File: src/rtl/mul_chain_result_collector.sv
// Receive side of the six-lane bf16 multiplier chain: gathers per-lane results
// into one word per completed set and queues the words for a valid/ready consumer.
module mul_chain_result_collector #(
    parameter int unsigned DW    = 16,
    parameter int unsigned DEPTH = 4
) (
    input  logic                   clk,
    input  logic                   rst,
    input  logic [1:0]             mode,
    input  logic [6*DW-1:0]        outputs,
    input  logic [5:0]             final_output_stbs,
    output logic [6*DW-1:0]        res_data,
    output logic                   res_valid,
    input  logic                   res_ready,
    output logic [$clog2(DEPTH):0] count,
    output logic [5:0]             lanes_pending,
    output logic                   dup_err,
    output logic                   ovf_err
);

    localparam int unsigned LANES = 6;
    localparam int unsigned AW    = $clog2(DEPTH);
    localparam int unsigned CW    = AW + 1;
    localparam int unsigned WW    = LANES * DW;

    // Lanes that must report before a set is complete, per chain mode.
    function automatic logic [LANES-1:0] mode_mask(input logic [1:0] m);
        logic [LANES-1:0] mask;
        mask = 6'b111111;
        case (m)
            2'b11:   mask = 6'b111111;
            2'b10:   mask = 6'b001111;
            2'b01:   mask = 6'b000011;
            default: mask = 6'b000001;
        endcase
        return mask;
    endfunction

    logic [1:0]       mode_q;
    logic [LANES-1:0] cap;
    logic [DW-1:0]    lane_q [LANES];
    logic [WW-1:0]    mem    [DEPTH];
    logic [AW-1:0]    wr_ptr;
    logic [AW-1:0]    rd_ptr;
    logic [CW-1:0]    occ;

    logic [LANES-1:0] req_c;
    logic [LANES-1:0] hit_c;
    logic [LANES-1:0] new_c;
    logic [LANES-1:0] dup_c;
    logic             complete_c;
    logic [WW-1:0]    word_c;
    logic             pop_c;
    logic             push_c;
    logic             drop_c;

    // Capture / completion decode; an empty set follows the live mode.
    always_comb begin
        req_c      = (cap == '0) ? mode_mask(mode) : mode_mask(mode_q);
        hit_c      = final_output_stbs & req_c;
        new_c      = hit_c & ~cap;
        dup_c      = hit_c & cap;
        complete_c = ((cap | hit_c) == req_c);
        word_c     = '0;
        for (int k = 0; k < LANES; k++) begin
            if (req_c[k]) begin
                word_c[k*DW +: DW] = new_c[k] ? outputs[k*DW +: DW] : lane_q[k];
            end
        end
    end

    // FIFO handshake decode; a pop frees room for a push at full.
    always_comb begin
        pop_c  = res_valid & res_ready;
        push_c = complete_c & ((occ < CW'(DEPTH)) | pop_c);
        drop_c = complete_c & ~push_c;
    end

    // Set assembly state and sticky error flags.
    always_ff @(posedge clk) begin
        if (!rst) begin
            mode_q  <= 2'b11;
            cap     <= '0;
            dup_err <= 1'b0;
            ovf_err <= 1'b0;
            for (int k = 0; k < LANES; k++) begin
                lane_q[k] <= '0;
            end
        end else begin
            if (cap == '0) begin
                mode_q <= mode;
            end
            for (int k = 0; k < LANES; k++) begin
                if (new_c[k]) begin
                    lane_q[k] <= outputs[k*DW +: DW];
                end
            end
            cap <= complete_c ? '0 : (cap | new_c);
            if (dup_c != '0) begin
                dup_err <= 1'b1;
            end
            if (drop_c) begin
                ovf_err <= 1'b1;
            end
        end
    end

    // Result FIFO storage and pointers.
    always_ff @(posedge clk) begin
        if (!rst) begin
            wr_ptr <= '0;
            rd_ptr <= '0;
            occ    <= '0;
            for (int i = 0; i < DEPTH; i++) begin
                mem[i] <= '0;
            end
        end else begin
            if (push_c) begin
                mem[wr_ptr] <= word_c;
                wr_ptr      <= wr_ptr + AW'(1);
            end
            if (pop_c) begin
                rd_ptr <= rd_ptr + AW'(1);
            end
            case ({push_c, pop_c})
                2'b10:   occ <= occ + CW'(1);
                2'b01:   occ <= occ - CW'(1);
                default: occ <= occ;
            endcase
        end
    end

    assign res_valid     = (occ != '0);
    assign res_data      = mem[rd_ptr];
    assign count         = occ;
    assign lanes_pending = req_c & ~cap;

endmodule

File: config.mk
export PLATFORM = sky130hd
export DESIGN_NAME = mul_chain_result_collector
export DESIGN_NICKNAME = d
export VERILOG_FILES = /design/src/rtl/mul_chain_result_collector.sv
export SDC_FILE = /design/constraint.sdc
export NUM_CORES = 1
export LEC_CHECK = 0
export BUFFER_PORTS_ARGS = -buffer_cell sky130_fd_sc_hd__buf_4
export CORE_AREA = 2 2 235 237
export CTS_CLUSTER_SIZE = 40
export DETAILED_ROUTE_END_ITERATION = 7
export DIE_AREA = 0 0 237 239
export GPL_TIMING_DRIVEN = 0
export PLACE_DENSITY = 0.69
export SETUP_SLACK_MARGIN = 0.2
export SYNTH_ARGS = -nofsm -noshare
export SYNTH_HDL_FRONTEND = slang
export SYNTH_SLANG_ARGS = --single-unit
File: constraint.sdc
create_clock -name clk -period 10.5 [get_ports clk]
set_input_delay 2.1 -clock clk [delete_from_list [all_inputs] [get_ports clk]]
set_output_delay 2.1 -clock clk [all_outputs]
set_load 0.01 [all_outputs]
==> run_results.csv, run 1 <==
group,metric,value,unit
status,status,"finished, final reports clean",
grt,grt-ovfl-total,0,
logic_synthesis,synthCells,1455,
placement,placed_area,24400,µm²
clock_network,path_clk_slew,60,ps
logic_synthesis,ys.flop_type,"edfxtp_1",
logic_synthesis,synthesis.nets,1564,
setup_path,reg2reg_depth,9,
logic_synthesis,yosysWarningCount,0,
setup_path,start_kind,"primary input",
detailed_routing,wirelength,56100,µm
clock_network,cts.path.max_buffers,3,
logic_synthesis,netlist_area,21500,µm²
floorplanning,core.rowCount,86,
detailed_routing,drc,0,
finish,area_delta_synth_final,21.7,%
finish,layoutNonFillerInstCount,2486,
logic_synthesis,yosys.area_share.simple,13.0,%
finish,antenna_cells,0,
timing,worst_slack,5190,ps
grt,busiest_layer,"met2",
logic_synthesis,yosysSeqAreaShare,68.7,%
logic_synthesis,synth_top_family_by_area,"multiplexers",
clock_network,clkLatencyLatePin,600,ps
timing,tns,0,ps
grt,groute.usage.overall,19.7,%
logic_synthesis,avgSynthCellArea,14.8,µm²
clock_network,cts_sinks,499,
hold_path,hold_class,"reg2reg",
setup_path,cp.required,8400,ps
logic_synthesis,yosys-mux-area-fraction,14.9,%
power_and_ir_drop,p_per_area,252,nW/µm²
logic_synthesis,synthAdderAreaFrac,0.151,%
logic_synthesis,synth_edf_count,480,
placement,place_inst,2390,
floorplanning,die_x,237,µm
detailed_routing,vias,13300,
detailed_routing,ant_nets,0,
logic_synthesis,yosysUniqueCellTypes,51,
setup_path,crit_path_max_fanout,3,
timing,fmax,188,MHz
finish,post-route-util,48.2,%
timing,fin_skew,23.5,ps
logic_synthesis,ys_seq_elements,499,
finish,drive_above_1_share,28.2,%
finish,fin_nets,1850,
floorplanning,fp.dieH,239,µm
detailed_routing,vias_per_cell,5.36,
timing,rsz0062_at_grt,"false",
hold_path,min_path_cells,2,
grt,grt_use_met3,3.56,%
clock_network,ctsRootBufferMaster,"clkbuf_16",
placement,dpl.hpwl,37100,µm
clock_network,postCtsHoldBufs,0,
clock_network,cts_made_buffers,53,
floorplanning,ioPinCount,215,
grt,grtUsageMet2,32.2,%
finish,fin_area,26200,µm²
grt,first_global_vias,13600,
placement,gp_congestion,0.812,
setup_path,critPathArrivalTime,3210,ps
job,cap_violations,0,
timing,setup_viol,0,
detailed_routing,first_iter_violations,1162,
clock_network,post_cts_buffers,0,
detailed_routing,routedWlPerCell,22.6,µm
timing,tightest_slew,1230,ps
placement,place_ws,5110,ps
clock_network,cts_resized,0,
finish,final.fill_count,4629,
floorplanning,core_area,54300,µm²
timing,period_needed,5310,ps
placement,portBuffers,214,
grt,antenna_found_initial,3,
clock_network,cts_tree,"yes",
floorplanning,start_util,39.6,%
setup_path,end_kind,"primary output",
power_and_ir_drop,peakVddDrop,138,µV
timing,worst_hold_slack,462,ps
power_and_ir_drop,p_leak,9.65,nW
grt,met1_usage,26.9,%
timing,post-route-period-util,50.6,%
logic_synthesis,synth-compound-area-share,0.982,%
timing,slew_headroom,18.3,%
floorplanning,dieArea,56600,µm²
detailed_routing,drt_first_pass_iters,5,
setup_path,critical_path_class,"in2out",
grt,grt_pass1_wl,83100,µm
clock_network,cts_max_level,2,
timing,maxSlewViolCount,0,
logic_synthesis,async_flop_share,0,%
power_and_ir_drop,total_power,6.59,mW
timing,hold_violations,0,
grt,grt_max_degree,54,
logic_synthesis,synth_xor_area_share,0.163,%
## sequential cells by signal, indices dropped and copies added (netlist names), named ones only
name / cells
mem: 384
lane_q: 96
cap: 6
count: 3
mode_q: 2
rd_ptr: 2
wr_ptr: 2
dup_err: 1
ovf_err: 1
## critical path: stages
cell and delay, ps:
buf_4 90, nand2_1 80, or3_1 330, and2_1 180, nor2_1 240, buf_4 180
## layout make-up
type	count	area (µm²)	area share (%)
flip-flops and latches	499	14800	56.5
repair buffers	231	1990	7.59
clock buffers	67	1470	5.62
multi-input cells	852	6320	24.1
clock inverters	29	284	1.08
plain buffers	98	430	1.64
inverters	6	22.5	0.0860
well taps	704	881	3.36
## kinds of logic after synthesis
logic type / Yosys count
AND/OR/NAND/NOR: 621
flip-flops: 499
adder cells (fa/ha/maj): 2
buffers and inverters: 104
multiplexers: 194
XOR/XNOR: 4
AO/OA/AOI/OAI: 31
## synth_stat cells, drive strengths merged (6+ instances only)
| master | count | area [µm²] |
|---|---|---|
| edfxtp | 480 | 14400 |
| nor2 | 345 | 1300 |
| mux4 | 96 | 2160 |
| and2 | 83 | 519 |
| nand2 | 73 | 277 |
| nor3 | 67 | 335 |
| clkbuf | 57 | 214 |
| mux2i | 50 | 500 |
| mux2 | 48 | 541 |
| buf | 41 | 216 |
| and3 | 22 | 143 |
| dfxtp | 19 | 380 |
| a21oi | 9 | 45.0 |
| nor2b | 7 | 43.8 |
| inv | 6 | 22.5 |
| nand3 | 6 | 35.0 |
## worst paths after layout
kind              slack (ps)                to    start
hold reg to reg          460           ovf_err  ovf_err
setup / recovery        5190  lanes_pending[5]  mode[0]
setup reg to reg        6860        mem[0][53]   cap[2]
hold / removal           460           ovf_err  ovf_err
## power by group
part / switching [mW] / leakage (nW) / internal, mW
clock: 0.783 / 0.852 / 1.11
sequential: 0.0999 / 5.16 / 2.54
combinational: 1.27 / 3.64 / 0.785
total: 2.16 / 9.65 / 4.44
## placed cells by master, fill, tap and decap left out, types with 7 or more instances in the layout
master     instances
nor3_1            67
clkinv_2           7
clkbuf_1          64
nor2b_1            7
clkinv_1           9
buf_2             26
and2_1            83
edfxtp_1         480
buf_16            10
mux2i_1           50
nand2_1           71
dfxtp_1           19
clkbuf_16         55
and3_1            21
mux2_2            48
buf_4            220
buf_8              7
mux4_2            96
nor2_1           344
a21oi_1            9
buf_1              8
## layer usage
metal,routed length (µm),vias to the layer above
met2,27200,490
met4,1630,6
li1,-,5952
met5,40,-
met1,23600,6772
met3,3660,113
Note: power is estimated with default switching activity, not from simulation.
==> inputs of run 2 (changes only) <==
==> constraint.sdc (replaced) <==
create_clock -name clk -period 4.59 [get_ports clk]
set_input_delay 0.918 -clock clk [delete_from_list [all_inputs] [get_ports clk]]
set_output_delay 0.918 -clock clk [all_outputs]
set_load 0.01 [all_outputs]
==> run 2 against run 1 <==
Net effect: critical path depth decreased by 1; total power increased by 130%; die area unchanged; critical path type is now reg2out.
==> run_results.csv, run 2 (synthesized netlist as in run 1, its figures left out) <==
group,metric,value,unit
clock_network,post_cts_buffers,0,
grt,grt-ovfl-total,0,
finish,drive_above_1_share,28.1,%
clock_network,cts_max_level,2,
finish,final_common_cell,"edfxtp_1",
detailed_routing,wirelength,55300,µm
timing,fin_skew,8.61,ps
finish,multi_input_area,6360,µm²
grt,grt_pass1_wl,82400,µm
floorplanning,die_x,237,µm
detailed_routing,routedWlPerCell,22.2,µm
detailed_routing,ant_nets,0,
detailed_routing,drt_first_pass_iters,5,
power_and_ir_drop,total_power,15.2,mW
power_and_ir_drop,seqPwrFrac,39.8,%
grt,grt_max_degree,58,
power_and_ir_drop,power_frac_clock,29.1,%
placement,place_ws,425,ps
clock_network,clkLatencyLatePin,590,ps
timing,maxSlewViolCount,0,
finish,antenna_cells,0,
setup_path,worstPathCellList,"clkbuf_1 > clkbuf_1 > buf_2 > mux4_2 > buf_4",
setup_path,crit_top_cell,"clkbuf_1",
timing,period_needed,4100,ps
setup_path,critical_path_class,"reg2out",
finish,final.fill_count,4625,
grt,antenna_found_initial,3,
finish,seqCellArea,14800,µm²
finish,final_cell_mix,"edfxtp_1, nor2_1, buf_4, mux4_2, and2_1",
clock_network,ctsRootBufferMaster,"clkbuf_16",
timing,post-route-period-util,89.4,%
finish,area_delta_synth_final,21.9,%
timing,slew_headroom,9.19,%
status,status,"finished, final reports clean",
placement,placed_area,24500,µm²
clock_network,path_clk_slew,60,ps
grt,first_global_vias,13800,
finish,reg_top3,"mem x384, lane_q x96, cap x6",
detailed_routing,vias,13200,
floorplanning,start_util,39.6,%
power_and_ir_drop,swShare,32.4,%
setup_path,start_kind,"flop",
power_and_ir_drop,p_int,10.3,mW
hold_path,hold_class,"reg2reg",
setup_path,slowest_stage,"clkbuf_1",
power_and_ir_drop,p_switching,4.93,mW
clock_network,cts_tree,"yes",
power_and_ir_drop,p_comb_share,31.1,%
clock_network,cts_made_buffers,54,
clock_network,cts_resized,0,
clock_network,postCtsHoldBufs,0,
floorplanning,core.rowCount,86,
finish,fin_area,26300,µm²
timing,worst_slack,487,ps
placement,dpl.hpwl,36500,µm
hold_path,hold_start,"ovf_err",
finish,regMostFlops,"mem",
floorplanning,dieArea,56600,µm²
timing,fmax,244,MHz
setup_path,critPathArrivalTime,3190,ps
floorplanning,core_area,54300,µm²
floorplanning,ioPinCount,215,
setup_path,cp.required,3670,ps
finish,fin_nets,1851,
power_and_ir_drop,p_per_area,578,nW/µm²
detailed_routing,drc,0,
timing,rsz0062_at_grt,"false",
placement,place_inst,2390,
timing,hold_violations,0,
timing,tightest_slew,1360,ps
finish,largest_register_ffs,384,
grt,groute.usage.overall,19.5,%
placement,gp_congestion,0.827,
setup_path,end_kind,"primary output",
detailed_routing,first_iter_violations,1194,
placement,portBuffers,214,
clock_network,cts_sinks,499,
finish,layoutNonFillerInstCount,2491,
floorplanning,fp.dieH,239,µm
clock_network,cts.path.max_buffers,3,
job,cap_violations,0,
setup_path,cpPeakStageDelay,770,ps
setup_path,rr_startpoint,"cap[3]",
timing,setup_viol,0,
setup_path,crit_path_max_fanout,10,
power_and_ir_drop,peakVddDrop,317,µV
power_and_ir_drop,p_leak,9.66,nW
detailed_routing,vias_per_cell,5.32,
run 2: cell types whose count changed in the layout (fill, tap and decap cells not counted), moves of 2 or more:
cell / delta
buf_8: +2
buf_16: -2
clkinv_2: -2
clkbuf_16: +2
clkbuf_1: +10
clkbuf_8: -4
run 2: path summary, 6_finish.rpt:
check,to,cells past startpoint,slack [ps]
max,res_data[56],5,490
min,ovf_err,2,480
max reg2reg,mem[0][34],9,1190
min reg2reg,ovf_err,2,480
run 2: cell type report:
type,count,share of cell area [%]
Sequential cell,499,56.4
Multi-Input combinational cell,852,24.2
Timing Repair Buffer,231,7.47
Clock buffer,75,5.73
Tap cell,704,3.36
Buffer,98,1.66
Clock inverter,26,1.12
Inverter,6,0.0858
run 2: power by group through the flow:
| stage | clock [mW] | sequential, mW | combinational [mW] |
|---|---|---|---|
| floorplan | 0 | 6.08 | 2.87 |
| global placement | 0 | 6.14 | 4.64 |
| detailed placement | 0 | 6.14 | 4.75 |
| CTS | 4.49 | 6.05 | 4.77 |
| global route | 4.66 | 6.11 | 5.10 |
| finish | 4.42 | 6.04 | 4.72 |
run 2: critical path, delay by kind of cell, from the launching register on:
kind / cells / cell delay (ps)
buffers and inverters: 4 / 1690
multiplexers: 1 / 590
flip-flops: 1 / 310
run 2: per-stage QoR:
step | TNS, ps | hold slack [ps] | utilization [%]
after floorplan | 0 | 473 | -
after global placement | -700050 | 440 | 44.3
after detailed placement | 0 | 450 | 45.0
after CTS | 0 | 470 | 48.3
after global routing | 0 | 487 | 48.3
final | 0 | 480 | 48.3
run 2: metal layers:
metal | up-vias | global-route usage, % | wire length (µm)
met4 | 6 | 6.43 | 1530
met3 | 94 | 3.95 | 4010
met5 | - | 0 | 48
li1 | 5966 | - | -
met2 | 461 | 32.6 | 27300
met1 | 6714 | 25.6 | 22400
==> inputs of run 3 (changes only) <==
--- a/config.mk
+++ b/config.mk
@@ -10,8 +10,7 @@
 export CTS_CLUSTER_SIZE = 40
 export DETAILED_ROUTE_END_ITERATION = 7
 export DIE_AREA = 0 0 237 239
-export GPL_TIMING_DRIVEN = 0
-export PLACE_DENSITY = 0.69
+export PLACE_DENSITY = 0.62
 export SETUP_SLACK_MARGIN = 0.2
 export SYNTH_ARGS = -nofsm -noshare
 export SYNTH_HDL_FRONTEND = slang
==> run 3 against run 2 <==
Net effect: register-to-register slack better by 210 ps; core utilization is 1.1 points lower; flip-flop and latch count did not move; non-clock buffer count is 85 lower; critical path depth fell by 2; design area is 2.3% lower; largest cell class unchanged; largest power group unchanged; highest routed layer is now met4.
==> run_results.csv, run 3 (synthesized netlist as in run 1, its figures left out) <==
group,metric,value,unit
finish,final_cell_mix,"edfxtp_1, nor2_1, buf_4, mux4_2, and2_1",
status,status,"finished, final reports clean",
clock_network,cts_sinks,499,
setup_path,worstPathCellList,"buf_12 > mux4_2 > buf_4",
floorplanning,fp.dieH,239,µm
timing,maxSlewViolCount,0,
detailed_routing,routedWlPerCell,22.5,µm
detailed_routing,met2_length,26500,µm
placement,placed_area,24000,µm²
floorplanning,start_util,39.6,%
clock_network,postCtsHoldBufs,0,
setup_path,crit_path_max_fanout,34,
setup_path,cpPeakStageDelay,780,ps
power_and_ir_drop,p_comb_share,30.3,%
timing,setup_viol,0,
clock_network,cts.path.max_buffers,3,
clock_network,cts_max_level,2,
clock_network,cts_tree,"yes",
hold_path,hold_class,"reg2reg",
timing,fmax,287,MHz
job,cap_violations,0,
detailed_routing,vias,12900,
setup_path,critical_path_class,"reg2out",
timing,rsz0062_at_grt,"false",
finish,largest_register_ffs,384,
setup_path,critical_path_buf_inv_count,2,
power_and_ir_drop,p_switching,4.79,mW
power_and_ir_drop,power_frac_clock,27.9,%
grt,first_global_vias,13100,
clock_network,post_cts_buffers,0,
detailed_routing,drc,0,
power_and_ir_drop,swShare,32.7,%
grt,grt_pass1_wl,80600,µm
clock_network,ctsRootBufferMaster,"clkbuf_16",
setup_path,cp.required,3670,ps
setup_path,critPathArrivalTime,2570,ps
power_and_ir_drop,seqPwrFrac,41.8,%
placement,portBuffers,214,
timing,hold_violations,0,
placement,dpl.hpwl,31600,µm
hold_path,min_path_cells,2,
power_and_ir_drop,peakVddDrop,457,µV
clock_network,path_clk_slew,60,ps
finish,final_common_cell,"edfxtp_1",
timing,tightest_slew,1060,ps
clock_network,cts_resized,0,
power_and_ir_drop,total_power,14.7,mW
finish,fin_area,25600,µm²
floorplanning,die_x,237,µm
grt,grt_max_degree,97,
detailed_routing,first_iter_violations,999,
floorplanning,ioPinCount,215,
grt,grt-ovfl-total,0,
grt,antenna_found_initial,1,
detailed_routing,wirelength,54000,µm
detailed_routing,drt_first_pass_iters,7,
setup_path,rr_startpoint,"cap[3]",
power_and_ir_drop,p_per_area,572,nW/µm²
setup_path,cp_num_cells,3,
detailed_routing,vias_per_cell,5.39,
power_and_ir_drop,p_int,9.88,mW
detailed_routing,routed.top_layer,"met4",
finish,area_delta_synth_final,19.1,%
detailed_routing,ant_nets,0,
timing,slew_headroom,29.3,%
timing,post-route-period-util,75.9,%
setup_path,crit_family,"flip-flops",
finish,fin_nets,1765,
floorplanning,core.rowCount,86,
timing,fin_skew,10.9,ps
setup_path,reg2reg_depth,6,
placement,gp_congestion,0.777,
floorplanning,dieArea,56600,µm²
finish,regMostFlops,"mem",
clock_network,cts_made_buffers,53,
grt,groute.usage.overall,18.9,%
setup_path,end_kind,"primary output",
detailed_routing,wl_met1,22700,µm
timing,period_needed,3480,ps
detailed_routing,wl_met3,3450,µm
finish,reg_top3,"mem x384, lane_q x96, cap x6",
floorplanning,core_area,54300,µm²
setup_path,slowest_stage,"dfxtp_4",
setup_path,start_kind,"flop",
hold_path,min_to,"ovf_err",
timing,worst_hold_slack,470,ps
power_and_ir_drop,p_leak,9.40,nW
setup_path,reg2reg_setup_slack,1400,ps
clock_network,clkLatencyLatePin,590,ps
setup_path,rr_endpoint,"mem[2][68]",
finish,drive_above_1_share,28.8,%
hold_path,hold_start,"ovf_err",
timing,tns,0,ps
-- run 3: changes by cell type in the layout (fill, tap and decap cells not counted), moves of 5 or more --
cell	change
nor2b_1	-5
buf_4	+16
buf_8	-9
buf_2	-25
buf_16	-8
buf_1	-8
clkbuf_1	-62
buf_12	+8
-- run 3: cell type report --
type | count | area [µm²]
inverters | 6 | 22.5
multi-input cells | 852 | 6380
clock buffers | 68 | 1410
well taps | 704 | 881
diodes | 1 | 2.50
flip-flops and latches | 499 | 14800
repair buffers | 244 | 1930
fillers | 4743 | 28700
clock inverters | 21 | 211
-- run 3: power by group through the flow --
stage	registers [mW]	logic (mW)	clock network [mW]
after floorplan	6.08	2.87	0
after global placement	6.20	4.48	0
after detailed placement	6.24	4.49	0
after CTS	6.15	4.51	4.17
after global routing	6.21	4.80	4.33
final	6.14	4.45	4.09
-- run 3: worst max path at each step --
stage	startpoint	endpoint
floorplan	final_output_stbs[5]	mem[2][0]
global placement	rst	mem[2][10]
detailed placement	rst	mem[2][3]
CTS	flop	res_data[29]
global route	flop	res_data[29]
finish	flop	res_data[29]
-- run 3: stage by stage --
| stage | setup slack, ps | instances | utilization, % |
|---|---|---|---|
| 3_5_place_dp | 1150 | 2305 | 44.2 |
| 2_1_floorplan | 58.6 | 1455 | - |
| 3_3_place_gp | 1150 | 2305 | 44.2 |
| 6_report | 1110 | 2395 | 47.2 |
| 5_1_grt | 917 | 2395 | 47.2 |
| 4_1_cts | 980 | 2394 | 47.2 |
-- run 3: routing by layer --
metal  up-vias  global-route usage (%)
met1      6658                    25.5
li1       5775                       -
met4         0                    5.56
met2       405                    31.4
met5         -                       0
met3        83                    3.63
-- run 3: tightest hold or removal path, cell delays in order (launching register included) --
cell	delay, ps
dfxtp_1	340
nand2_1	60
o41ai_1	50
